**src/rtl/if_pkg.sv**
```systemverilog
// Shared constants for the instruction-fetch prefetch queue: bus layout,
// SRAM size encoding and the default reset PC.
package if_pkg;
  localparam int FS_TO_DS_BUS_W = 65;
  localparam int ADEF_BIT = 64;
  localparam int INST_LSB = 32;
  localparam int PC_LSB   = 0;
  localparam logic [1:0]  INST_SRAM_SIZE_WORD = 2'b10;
  localparam logic [31:0] DEFAULT_RESET_PC    = 32'h1C000000;

  function automatic logic [FS_TO_DS_BUS_W-1:0] pack_bus(input logic adef,
                                                         input logic [31:0] inst,
                                                         input logic [31:0] pc);
    return {adef, inst, pc};
  endfunction
endpackage

```
**src/rtl/if_prefetch_queue_sync_fifo.sv**
```systemverilog
// Synchronous FIFO with clear, occupancy count and simultaneous push/pop
// (a push into a full FIFO is accepted when the head leaves in the same cycle).
module sync_fifo #(
  parameter  int WIDTH = 32,
  parameter  int DEPTH = 4,
  localparam int PW = (DEPTH > 1) ? $clog2(DEPTH) : 1,
  localparam int CW = $clog2(DEPTH + 1)
) (
  input  logic             clk,
  input  logic             resetn,
  input  logic             clr,
  input  logic             push,
  input  logic [WIDTH-1:0] push_data,
  input  logic             pop,
  output logic [WIDTH-1:0] head_data,
  output logic [CW-1:0]    count,
  output logic             empty,
  output logic             full
);
  logic [WIDTH-1:0] mem_q [DEPTH];
  logic [PW-1:0]    rd_ptr_q, rd_ptr_d, wr_ptr_q, wr_ptr_d;
  logic [CW-1:0]    count_q, count_d;
  logic             do_push, do_pop;

  function automatic logic [PW-1:0] next_ptr(input logic [PW-1:0] p);
    return (p == PW'(DEPTH - 1)) ? '0 : p + 1'b1;
  endfunction

  assign empty     = (count_q == '0);
  assign full      = (count_q == CW'(DEPTH));
  assign count     = count_q;
  assign head_data = mem_q[rd_ptr_q];
  assign do_pop    = pop & ~empty;
  assign do_push   = push & (~full | do_pop);

  always_comb begin
    rd_ptr_d = rd_ptr_q;
    wr_ptr_d = wr_ptr_q;
    count_d  = count_q;
    if (clr) begin
      rd_ptr_d = '0;
      wr_ptr_d = '0;
      count_d  = '0;
    end else begin
      if (do_push) wr_ptr_d = next_ptr(wr_ptr_q);
      if (do_pop)  rd_ptr_d = next_ptr(rd_ptr_q);
      count_d = count_q + CW'(do_push) - CW'(do_pop);
    end
  end

  always_ff @(posedge clk) begin
    if (!resetn) begin
      rd_ptr_q <= '0;
      wr_ptr_q <= '0;
      count_q  <= '0;
    end else begin
      rd_ptr_q <= rd_ptr_d;
      wr_ptr_q <= wr_ptr_d;
      count_q  <= count_d;
    end
  end

  // Payload storage carries no reset; validity lives in count_q.
  always_ff @(posedge clk) begin
    if (do_push && !clr) mem_q[wr_ptr_q] <= push_data;
  end
endmodule

```
**src/rtl/if_prefetch_queue.sv**
```systemverilog
// Instruction-fetch stage keeping up to MAX_OUT SRAM reads in flight and
// buffering returned instructions; redirects drop stale responses by count.
module if_prefetch_queue
  import if_pkg::*;
#(
  parameter logic [31:0] RESET_PC   = DEFAULT_RESET_PC,
  parameter int          IBUF_DEPTH = 4,
  parameter int          MAX_OUT    = 2
) (
  input  logic                      clk,
  input  logic                      resetn,
  input  logic                      ds_allowin,
  input  logic                      flush,
  input  logic [31:0]               flush_target,
  input  logic                      br_taken,
  input  logic [31:0]               br_target,
  input  logic                      br_stall,
  output logic                      fs_to_ds_valid,
  output logic [FS_TO_DS_BUS_W-1:0] fs_to_ds_bus,
  output logic                      inst_sram_req,
  output logic                      inst_sram_wr,
  output logic [3:0]                inst_sram_wstrb,
  output logic [1:0]                inst_sram_size,
  output logic [31:0]               inst_sram_addr,
  output logic [31:0]               inst_sram_wdata,
  input  logic                      inst_sram_addr_ok,
  input  logic                      inst_sram_data_ok,
  input  logic [31:0]               inst_sram_rdata
);
  localparam int CW = $clog2(MAX_OUT + 1);
  localparam int IC = $clog2(IBUF_DEPTH + 1);
  localparam int PC = $clog2(MAX_OUT + 1);

  logic [31:0]   pc_q, pc_d;
  logic [CW-1:0] out_cnt_q, out_cnt_d, discard_cnt_q, discard_cnt_d, fresh_out;
  logic          adef_hold_q, adef_hold_d;

  logic          redirect, handshake, keep_resp, adef_push, misaligned;
  logic [31:0]   redirect_pc;
  logic [IC-1:0] ibuf_count;
  logic          ibuf_empty, ibuf_full, ibuf_push;
  logic [FS_TO_DS_BUS_W-1:0] ibuf_push_data;
  logic [31:0]   pcq_head;
  logic [PC-1:0] pcq_count;
  logic          pcq_empty, pcq_full;
  logic          pcq_unused;

  assign redirect    = flush | br_taken;
  assign redirect_pc = flush ? flush_target : br_target;
  assign misaligned  = (pc_q[1:0] != 2'b00);
  assign fresh_out   = out_cnt_q - discard_cnt_q;

  // Credit check reserves an ibuf slot for every fresh in-flight response.
  assign inst_sram_req = resetn & ~redirect & ~br_stall & ~adef_hold_q & ~misaligned
                       & (32'(out_cnt_q) < MAX_OUT)
                       & ((32'(ibuf_count) + 32'(fresh_out)) < IBUF_DEPTH);
  assign handshake = inst_sram_req & inst_sram_addr_ok;
  assign keep_resp = inst_sram_data_ok & (discard_cnt_q == '0) & ~redirect;
  assign adef_push = ~redirect & ~adef_hold_q & misaligned & (fresh_out == '0) & ~ibuf_full;

  assign ibuf_push      = keep_resp | adef_push;
  assign ibuf_push_data = keep_resp ? pack_bus(1'b0, inst_sram_rdata, pcq_head)
                                    : pack_bus(1'b1, 32'h0, pc_q);

  assign inst_sram_addr  = pc_q;
  assign inst_sram_wr    = 1'b0;
  assign inst_sram_wstrb = 4'h0;
  assign inst_sram_size  = INST_SRAM_SIZE_WORD;
  assign inst_sram_wdata = 32'h0;
  assign fs_to_ds_valid  = ~ibuf_empty;
  assign pcq_unused      = ^{pcq_count, pcq_empty, pcq_full};

  always_comb begin
    pc_d          = pc_q;
    out_cnt_d     = out_cnt_q;
    discard_cnt_d = discard_cnt_q;
    adef_hold_d   = adef_hold_q;
    if (redirect) begin
      pc_d          = redirect_pc;
      out_cnt_d     = out_cnt_q - CW'(inst_sram_data_ok);
      discard_cnt_d = out_cnt_q - CW'(inst_sram_data_ok);
      adef_hold_d   = 1'b0;
    end else begin
      if (handshake) pc_d = pc_q + 32'd4;
      out_cnt_d = out_cnt_q + CW'(handshake) - CW'(inst_sram_data_ok);
      if (inst_sram_data_ok && discard_cnt_q != '0) discard_cnt_d = discard_cnt_q - 1'b1;
      if (adef_push) adef_hold_d = 1'b1;
    end
  end

  always_ff @(posedge clk) begin
    if (!resetn) begin
      pc_q          <= RESET_PC;
      out_cnt_q     <= '0;
      discard_cnt_q <= '0;
      adef_hold_q   <= 1'b0;
    end else begin
      pc_q          <= pc_d;
      out_cnt_q     <= out_cnt_d;
      discard_cnt_q <= discard_cnt_d;
      adef_hold_q   <= adef_hold_d;
    end
  end

  sync_fifo #(.WIDTH(32), .DEPTH(MAX_OUT)) u_pc_queue (
    .clk       (clk),
    .resetn    (resetn),
    .clr       (redirect),
    .push      (handshake),
    .push_data (pc_q),
    .pop       (keep_resp),
    .head_data (pcq_head),
    .count     (pcq_count),
    .empty     (pcq_empty),
    .full      (pcq_full)
  );

  sync_fifo #(.WIDTH(FS_TO_DS_BUS_W), .DEPTH(IBUF_DEPTH)) u_ibuf (
    .clk       (clk),
    .resetn    (resetn),
    .clr       (redirect),
    .push      (ibuf_push),
    .push_data (ibuf_push_data),
    .pop       (fs_to_ds_valid & ds_allowin),
    .head_data (fs_to_ds_bus),
    .count     (ibuf_count),
    .empty     (ibuf_empty),
    .full      (ibuf_full)
  );
endmodule

```
**config.mk**
```make
export PLATFORM = sky130hd
export DESIGN_NAME = if_prefetch_queue
export DESIGN_NICKNAME = d
export VERILOG_FILES = /design/src/rtl/if_pkg.sv /design/src/rtl/if_prefetch_queue_sync_fifo.sv /design/src/rtl/if_prefetch_queue.sv
export SDC_FILE = /design/constraint.sdc
export NUM_CORES = 1
export LEC_CHECK = 0
export CAP_MARGIN = 20
export CORE_MARGIN = 4
export CORE_UTILIZATION = 35
export DETAILED_ROUTE_END_ITERATION = 12
export PLACE_DENSITY_LB_ADDON = 0.1
export SYNTH_ARGS = -nofsm -noshare
export SYNTH_HDL_FRONTEND = slang
export SYNTH_SLANG_ARGS = --single-unit
```
**constraint.sdc**
```tcl
create_clock -name clk -period 6.6 [get_ports clk]
set_input_delay 1.98 -clock clk [delete_from_list [all_inputs] [get_ports clk]]
set_output_delay 1.98 -clock clk [all_outputs]
set_load 0.005 [all_outputs]
```
# Yosys cells after proc, flatten, opt, wreduce, memory -nomap -nowiden
# Memory sizes are Yosys's and may differ from the RTL's. A register that Yosys moved wholly into a read port is not among the register bits.
# Cells that the tools add are included.
# W data, S select, Z words.
# word_totals
register_bits	48
mem_bits_rw	324
out_inout_bits	138
word_cells	96
n_memories	2
# memory_table
memory	depth	word_bits	rd	rd_ports_with_merged_regs	wr	line	source
u_ibuf.mem_q	4	65	1	1	1	if_prefetch_queue_sync_fifo.sv:20	logic [WIDTH-1:0] mem_q [DEPTH];
u_pc_queue.mem_q	2	32	1	1	1	if_prefetch_queue_sync_fifo.sv:20	
# classes
addsub	15
magnitude_cmp	2
n_eq_ne	4
mux	19
n_bitwise	31
n_reduce_logical	13
# op_table
cell	n
$mux W32	3
$mux W65	1
$add A32 B3 Y32 const B	1
$and A1 B1 Y1	18
$mux W2	7
$not A1 Y1	9
$mux W1	8
$reduce_bool A2 Y1	4
$eq A2 B2 Y1 const B	3
$logic_not A2 Y1	3
$sub A2 B1 Y2	3
$add A2 B1 Y2	2
$add A2 B1 Y2 const B	2
$add A3 B2 Y4	1
$lt A4 B3 Y1 const B	1
$or A1 B1 Y1	4
$add A3 B1 Y3	1
$eq A3 B3 Y1 const B	1
$logic_and A1 B1 Y1	3
$logic_not A3 Y1	1
$sub A3 B1 Y3	1
$add A1 B1 Y1 const B	2
$lt A2 B2 Y1 const B	1
$reduce_or A2 Y1	1
other kinds (3)	3

# Depth between registers and ports, before layout
# Gate-level depths: netlist of the first run.
# logic_depth
depth_word	13
ltp_mapped	16
depth_no_buf	14

# Modules after synthesis
# A second synthesis of the first run with hierarchy kept.
# hier_totals
hier_cells	1053
area_unflattened_um2	16046.6
# modules_own_cells
mod	n_inst	cells_each	area_per_inst_um2	seq_area_each_um2
sync_fifo (u_ibuf)	1	389	9863.2	7987.7
if_prefetch_queue	1	532	3624.7	740.7
sync_fifo (u_pc_queue)	1	132	2558.7	2021.9

# Worst setup path before layout of the first run
# OpenSTA, ideal clock, no wires.
# synth_path
path_kind	input to register
startpoint	input port br_taken
endpoint	memory u_ibuf.mem_q[0][0] in the netlist's numbering (enable)
setup_time_ns	0.430
arrival_ns	4.898
required_ns	6.170
path_slack_ns	1.272
cell_stages	5
n_path_buf	1
cell_sequence	buf_6 -> or4b_1 -> or4b_4 -> a21oi_4 -> and2_1
# synth_via
elab_chain_len	11
word_cells_on_any_way	13
classes_between	mux (2); bitwise (9); reduce/logical (2)
# synth_lines
element	line	source
start: declaration	if_prefetch_queue.sv:15	input logic br_taken,
$or A1 B1 Y1 (*)	if_prefetch_queue.sv:48	assign redirect = flush | br_taken;
$not A1 Y1	if_prefetch_queue.sv:58, if_prefetch_queue.sv:59	
$and A1 B1 Y1 (4 in a row)	if_prefetch_queue.sv:59	assign adef_push = ~redirect & ~adef_hold_q & misaligned & (fresh_out == '0) & ~ibuf_full;
$or A1 B1 Y1	if_prefetch_queue.sv:61	assign ibuf_push = keep_resp | adef_push;
$and A1 B1 Y1	if_prefetch_queue_sync_fifo.sv:34	assign do_push = push & (~full | do_pop);
$logic_and A1 B1 Y1 (*)	if_prefetch_queue_sync_fifo.sv:65	if (do_push && !clr) mem_q[wr_ptr_q] <= push_data;
$mux W1 (*)	if_prefetch_queue_sync_fifo.sv:65	
$mux W1 (not written as such) (*)	if_prefetch_queue_sync_fifo.sv:65	
end: declaration	if_prefetch_queue_sync_fifo.sv:20	
# Every way passes the cells marked *; elsewhere a longest branch is shown, timed or not.

# Worst setup path after layout of the first run
# layout_path
startpoint	input port resetn
endpoint	output port inst_sram_req
# layout_via
elab_chain_len	6
# layout_lines
element	line	source
start: declaration	if_prefetch_queue.sv:11	input logic resetn,
$and A1 B1 Y1 (4 in a row)	if_prefetch_queue.sv:54	assign inst_sram_req = resetn & ~redirect & ~br_stall & ~adef_hold_q & ~misaligned
$and A1 B1 Y1	if_prefetch_queue.sv:55	& (32'(out_cnt_q) < MAX_OUT)
$and A1 B1 Y1	if_prefetch_queue.sv:56	& ((32'(ibuf_count) + 32'(fresh_out)) < IBUF_DEPTH);
end: declaration	if_prefetch_queue.sv:20	output logic inst_sram_req,
# No other way between the ends.

==> results of run 1 <==
## critical path, delay by kind of cell
kind | cells | cell delay (ns)
buffers and inverters | 2 | 0.97
and+or+nand+nor | 2 | 0.57
## metal layers
layer  global-route usage (%)  up-vias  share of wire (%)  wire length (µm)
li1                         -     4185                  -                 -
met1                     22.2     4518                 45             18000
met2                     26.4      245                 47             18600
met3                     3.54       63                5.4              2130
met4                     4.56        0                2.3               908
met5                        0        -                  0                 0
## cells by family (layout without fill, tap and decap cells)
| family | count (synthesis) | count (layout) | share of synthesized area, % |
|---|---|---|---|
| compound gates | 141 | 141 | 5.87 |
| fa+ha+maj | 17 | 17 | 1.40 |
| flops | 375 | 375 | 68.5 |
| other cells | 2 | 39 | 0.0478 |
| mux | 104 | 104 | 11.8 |
| buf+inv | 118 | 317 | 3.95 |
| simple gates | 210 | 210 | 7.12 |
| xor+xnor | 22 | 22 | 1.32 |
## registers in the layout, indices dropped and copies added, names as in the netlist, 2 cells and up, named ones only
register,flops
u_ibuf.wr_ptr_q,2
inst_sram_addr,32
u_ibuf.count,3
u_pc_queue.count,2
u_ibuf.rd_ptr_q,2
discard_cnt_q,2
u_pc_queue.mem_q,64
out_cnt_q,2
u_ibuf.mem_q,260
## cells in the mapped netlist, drive strengths merged (2+ instances only)
cell type and instances:
nand3b 3, clkbuf 38, or4b 2, nor3b 2
nor2b 5, and4 4, or3 5, o22ai 9
buf 57, a22o 4, o21a 2, o221ai 3
edfxtp 324, a221oi 3, a211oi 2, nand2 57
conb 2, a41oi 2, xnor2 15, nor3 14
nor2 34, nand2b 3, dfxtp 51, a311oi 3
xor2 6, o221a 2, a22oi 9, a41o 2
mux2i 39, nand4 11, nand3 10, a221o 2
a21oi 27, a31oi 9, inv 23, o31ai 2
or2 2, nor4 11, and3 5, and2 40
o31a 2, ha 16, o21ai 45, mux4 65
o211ai 7
## final cells by class
| class | count | area share (%) |
|---|---|---|
| Inverter | 23 | 0.440 |
| Sequential cell | 375 | 54.9 |
| Multi-Input combinational cell | 533 | 22.9 |
| Clock buffer | 54 | 5.70 |
| Clock inverter | 18 | 0.983 |
| Timing Repair Buffer | 222 | 11.3 |
| Tap cell | 592 | 3.78 |
## path summary, 6_finish.rpt
path | endpoint | depth (start not counted) | slack (ns) | from
hold / removal | adef_hold_q$_SDFFE_PP0P_ | 2 | 0.46 | adef_hold_q$_SDFFE_PP0P_
setup / recovery | inst_sram_req | 4 | 1.09 | resetn
setup reg to reg | u_pc_queue.mem_q[0][24]$_DFFE_PP_ | 8 | 2.73 | out_cnt_q[1]$_SDFF_PN0_
hold reg to reg | adef_hold_q$_SDFFE_PP0P_ | 2 | 0.46 | adef_hold_q$_SDFFE_PP0P_
## power breakdown
group / total (mW) / leakage, nW / switching, mW / internal, mW
Clock: 2.24 / 0.629 / 0.895 / 1.34
Sequential: 2.67 / 3.31 / 0.0489 / 2.62
Combinational: 0.348 / 2.39 / 0.165 / 0.183
Total: 5.26 / 6.32 / 1.11 / 4.15
## per-stage QoR
stage               power, mW  instances
global route             5.46       1817
global placement         3.07       1745
CTS                      5.32       1817
floorplan                2.88       1026
detailed placement       3.07       1745
finish                   5.26       1817
==> key figures, run 1 <==
Run status
  – Status: finished clean

Timing
  – Fmax: 182 MHz
  – RSZ-0062 raised after global routing: false
  – Clock Skew: 0.0211 ns
  – Final Hold Viols: 0
  – Crit share post-route: 83.4%
  – Setup total negative slack: 0 ns
  – Least-Margin Pin Slew: 1.09 ns
  – Post-route setup slack: 1.09 ns
  – Worst Hold Margin: 0.462 ns
  – Tmin final: 5.51 ns
  – Relative slew margins: 27.1%
  – Count of final setup violators: 0
  – Max-slew violations: 0

Logic synthesis
  – Seq/Total Area, Yosys: 68.5%
  – Netlist Area Pre-Place: 0.0157 mm²
  – Netlist cell types: 65
  – Number of synthesized flops with an enable pin: 324
  – Yosys reg bits: 375
  – Yosys warnings: 0
  – Synth top area share: 62.0%
  – Asr flop ratio synth: 0%
  – Synth area leaders: edfxtp_1 (62%), mux4_2 (9.3%), dfxtp_1 (6.5%)
  – Syn Inst Count: 989
  – Top FF cell, synth: edfxtp_1
  – Synth Area per Inst: 15.9 µm²
  – Synth area leader: edfxtp_1

Critical path
  – CP arrival: 3.53 ns
  – Worst Setup Path Type: input port to primary output
  – Worst EP required: 4.62 ns
  – CP startpoint kind: input port
  – CP max FO: 5
  – CP endpoint kind: primary output
  – CP cell instances: clkdlybuf4s50_1, nor3b_2, and4_1, clkdlybuf4s50_1
  – Critical-path top delay cell: clkdlybuf4s50_1
  – Crit-path most repeated cell: clkdlybuf4s50_1
  – Slowest stage delay, CP: 0.50 ns

Layout
  – Fillers: 4024
  – Final design utilization: 44.2%
  – Final Cell Area: 0.0196 mm²
  – Register cell area after layout: 0.0108 mm²
  – Commonest non-fill, non-tap cell in the layout: edfxtp_1
  – P&R area growth vs syn: 24.9%
  – Final-stage net count: 1317
  – Most frequent cells in the layout: edfxtp_1 (324), clkdlybuf4s50_1 (202), mux4_2 (65)
  – Layout cell share with drive strength beyond 1: 13.2%
  – Multi-input logic area: 0.00449 mm²
  – Antenna Cells: 0

Worst hold path
  – Hold WC Path Type: register to register

Clocking
  – CTS sink count: 375
  – Worst-Skew Late Latency: 0.54 ns
  – Post_cts resized: 0
  – TritonCTS Buffers: 41
  – Clock Pin Slew Worst Setup and Hold Paths: 0.06 ns
  – TritonCTS clock tree: done
  – # Post-CTS Setup Buffers: 0
  – CTS Hold Bufs: 0
  – H-tree depth: 2
  – Clock Path Buffers: 3
  – Clock root buffer: clkbuf_16

Global route
  – Gr usage total: 16.3%
  – First-pass GRT wire length: 59600 µm
  – Initial antenna violation count: 0
  – Final global-route overflow total: 0
  – Largest net degree at the start of global routing: 70
  – Vias in the first global route: 9634

Detailed routing
  – Total wire length: 39600 µm
  – Post-route ant nets: 0
  – Average vias per placed instance: 4.96
  – Avg WL per Cell: 21.8 µm
  – Iteration-0 DRC count of the detailed router: 644
  – Drt pass-1 iters: 5
  – DRC Markers: 0
  – Routed vias: 9011

Job
  – Maxcap violations: 0

Power
  – Total power per unit cell area: 268 mW/mm²
  – P_leak: 6.32 nW
  – Maximum vdd drop: 0.171 mV

Placement
  – Placed cell areas: 0.0183 mm²
  – I/O Buffers: 202
  – RD Place Congestion: 0.815
  – Dpl ws: 1.08 ns
  – DP HPWL: 25700 µm

Floorplanning
  – Die W: 220 µm
  – Die height: 220 µm
  – Initial core utilization: 35.4%
  – Standard-cell rows: 77
  – CORE AREA: 0.0443 mm²
  – Io pins: 242
  – Die area: 0.0483 mm²
Note: power is estimated with default switching activity, not from simulation.
==> run 2, diff against run 1 <==
- clock period: 6.6 -> 4.68 ns (I/O delays scaled with it)
==> run 2 against run 1 <==
Clock power rose by 46%. Largest cell class unchanged. Clock skew fell by 0.0035 ns. Worst setup slack got worse by 0.64 ns. Via count rose by 0.29%. Largest power group unchanged. Combinational power rose by 42%.
==> key figures, run 2 (synthesized netlist as in run 1, its figures left out) <==
Critical path
  – Crit path from: br_taken
  – CP startpoint kind: input port
  – FF-to-FF setup slack: 1.61 ns (-1.12 ns)
  – Reg-to-Reg End: u_pc_queue.mem_q[0][19]$_DFFE_PP_
  – CP max FO: 4 (-1)
  – Worst-case reg-to-reg path depth: 8 (unchanged)
  – Worst Setup Path Type: input port to primary output
  – CP endpoint kind: primary output
  – CP endpoint: inst_sram_req
  – Worst EP required: 3.28 ns (-1.34 ns)
  – CP arrival: 2.82 ns (-0.71 ns)
  – Reg2reg start: out_cnt_q[1]$_SDFF_PN0_

Global route
  – GRT Max-Usage Layer: met2
  – Initial antenna violation count: 0 (unchanged)
  – Gr usage total: 16.0% (-0.30 points)
  – Final global-route overflow total: 0 (unchanged)
  – GRT met1 Usage: 22.1% (-0.061 points)
  – First-pass GRT wire length: 58400 µm (-1.9%)
  – Vias in the first global route: 9211 (-4.4%)
  – GR Layer Usage met2: 25.5% (-0.90 points)
  – Largest net degree at the start of global routing: 69 (-1.4%)
  – GR Layer Usage met3: 3.83% (+0.29 points)

Run status
  – Status: finished clean

Timing
  – Worst Hold Margin: 0.468 ns (+0.00600 ns)
  – Clock Skew: 0.0176 ns (-0.00348 ns)
  – Fmax: 237 MHz
  – Tmin final: 4.23 ns
  – Least-Margin Pin Slew: 1.05 ns (-0.0379 ns)
  – Final Hold Viols: 0 (unchanged)
  – Relative slew margins: 29.7% (+2.7 points)
  – Max-slew violations: 0 (unchanged)
  – Post-route setup slack: 0.454 ns (-0.640 ns)
  – Setup total negative slack: 0 ns (unchanged)
  – RSZ-0062 raised after global routing: false
  – Crit share post-route: 90.3%
  – Count of final setup violators: 0 (unchanged)

Detailed routing
  – Routed vias: 9037 (+0.29%)
  – Iteration-0 DRC count of the detailed router: 597 (-7.3%)
  – Drt pass-1 iters: 5 (unchanged)
  – Avg WL per Cell: 21.4 µm (-1.8%)
  – Average vias per placed instance: 4.95 (about the same)
  – Total wire length: 39100 µm (-1.4%)
  – Post-route ant nets: 0 (unchanged)
  – DRC Markers: 0 (unchanged)

Clocking
  – H-tree depth: 2 (unchanged)
  – Clock root buffer: clkbuf_16
  – TritonCTS clock tree: done
  – Clock Path Buffers: 3 (unchanged)
  – Clock Pin Slew Worst Setup and Hold Paths: 0.06 ns (about the same)
  – CTS Hold Bufs: 0 (unchanged)
  – CTS sink count: 375 (unchanged)
  – Worst-Skew Late Latency: 0.54 ns (about the same)
  – Post_cts resized: 0 (unchanged)
  – TritonCTS Buffers: 41 (unchanged)
  – # Post-CTS Setup Buffers: 0 (unchanged)

Power
  – Total power per unit cell area: 380 mW/mm² (+42%)
  – Maximum vdd drop: 0.225 mV (+32%)
  – P_leak: 6.41 nW (+1.3%)
  – Power after layout: 7.51 mW (+43%)

Floorplanning
  – Standard-cell rows: 77 (unchanged)
  – Die W: 220 µm (unchanged)
  – Initial core utilization: 35.4% (unchanged)
  – CORE AREA: 0.0443 mm² (unchanged)
  – Io pins: 242 (unchanged)
  – Die area: 0.0483 mm² (unchanged)
  – Die height: 220 µm (unchanged)

Job
  – Maxcap violations: 0 (unchanged)

Worst hold path
  – Hold WC Path Type: register to register

Layout
  – Fillers: 4016 (-0.20%)
  – Final-stage net count: 1322 (+0.38%)
  – Register cell area after layout: 0.0108 mm² (unchanged)
  – Most frequent cells in the layout: edfxtp_1 (324), clkdlybuf4s50_1 (202), mux4_2 (65)
  – Multi-input logic area: 0.00449 mm² (unchanged)
  – Max reg flops: 260 (unchanged)
  – Commonest non-fill, non-tap cell in the layout: edfxtp_1
  – P&R area growth vs syn: 26.1%
  – Layout cell share with drive strength beyond 1: 13.8% (+0.57 points)
  – Most flops, register: u_ibuf.mem_q
  – Antenna Cells: 0 (unchanged)

Placement
  – I/O Buffers: 202 (unchanged)
  – DP HPWL: 26200 µm (+1.9%)
  – RD Place Congestion: 0.789 (-3.2%)
  – Dpl ws: 0.447 ns (-0.634 ns)
==> run 2: worst max-delay path, cell delays in order <==
cell and delay [ns]:
clkdlybuf4s50_1 0.49, nor3b_2 0.22, and4_1 0.20, clkdlybuf4s50_1 0.51
==> run 2: power by group <==
part / switching, mW / internal, mW
clock network: 1.25 / 2.00
logic: 0.234 / 0.260
registers: 0.0676 / 3.70
==> run 2: cell type report <==
class                      count  area share (%)
multi-input combinational    533            22.7
clock inverter                24            1.35
tap                          592            3.74
inverter                      23           0.436
timing repair buffer         227            11.9
sequential                   375            54.3
clock buffer                  50            5.57
==> run 2: stage by stage <==
step / area [µm²] / instances / utilization [%]
CTS: 19800 / 1824 / 44.7
global placement: 18400 / 1750 / 41.6
floorplan: 15800 / 1026 / -
global route: 19800 / 1824 / 44.7
detailed placement: 18400 / 1750 / 41.6
finish: 19800 / 1824 / 44.7
==> run 2: metal layers <==
metal	wire length, µm	share of wire (%)
met3	2480	6.4
met1	17400	45
met2	18500	47
met4	679	1.7
met5	0	0
==> run 2: worst min-delay path by stage <==
stage                                           to  slack [ns]                     start  cells past startpoint
after floorplan           adef_hold_q$_SDFFE_PP0P_        0.43  adef_hold_q$_SDFFE_PP0P_                      2
after global placement    adef_hold_q$_SDFFE_PP0P_        0.46  adef_hold_q$_SDFFE_PP0P_                      2
after detailed placement  adef_hold_q$_SDFFE_PP0P_        0.45  adef_hold_q$_SDFFE_PP0P_                      2
after CTS                 adef_hold_q$_SDFFE_PP0P_        0.47  adef_hold_q$_SDFFE_PP0P_                      2
after global routing      adef_hold_q$_SDFFE_PP0P_        0.48  adef_hold_q$_SDFFE_PP0P_                      2
final                     adef_hold_q$_SDFFE_PP0P_        0.47  adef_hold_q$_SDFFE_PP0P_                      2
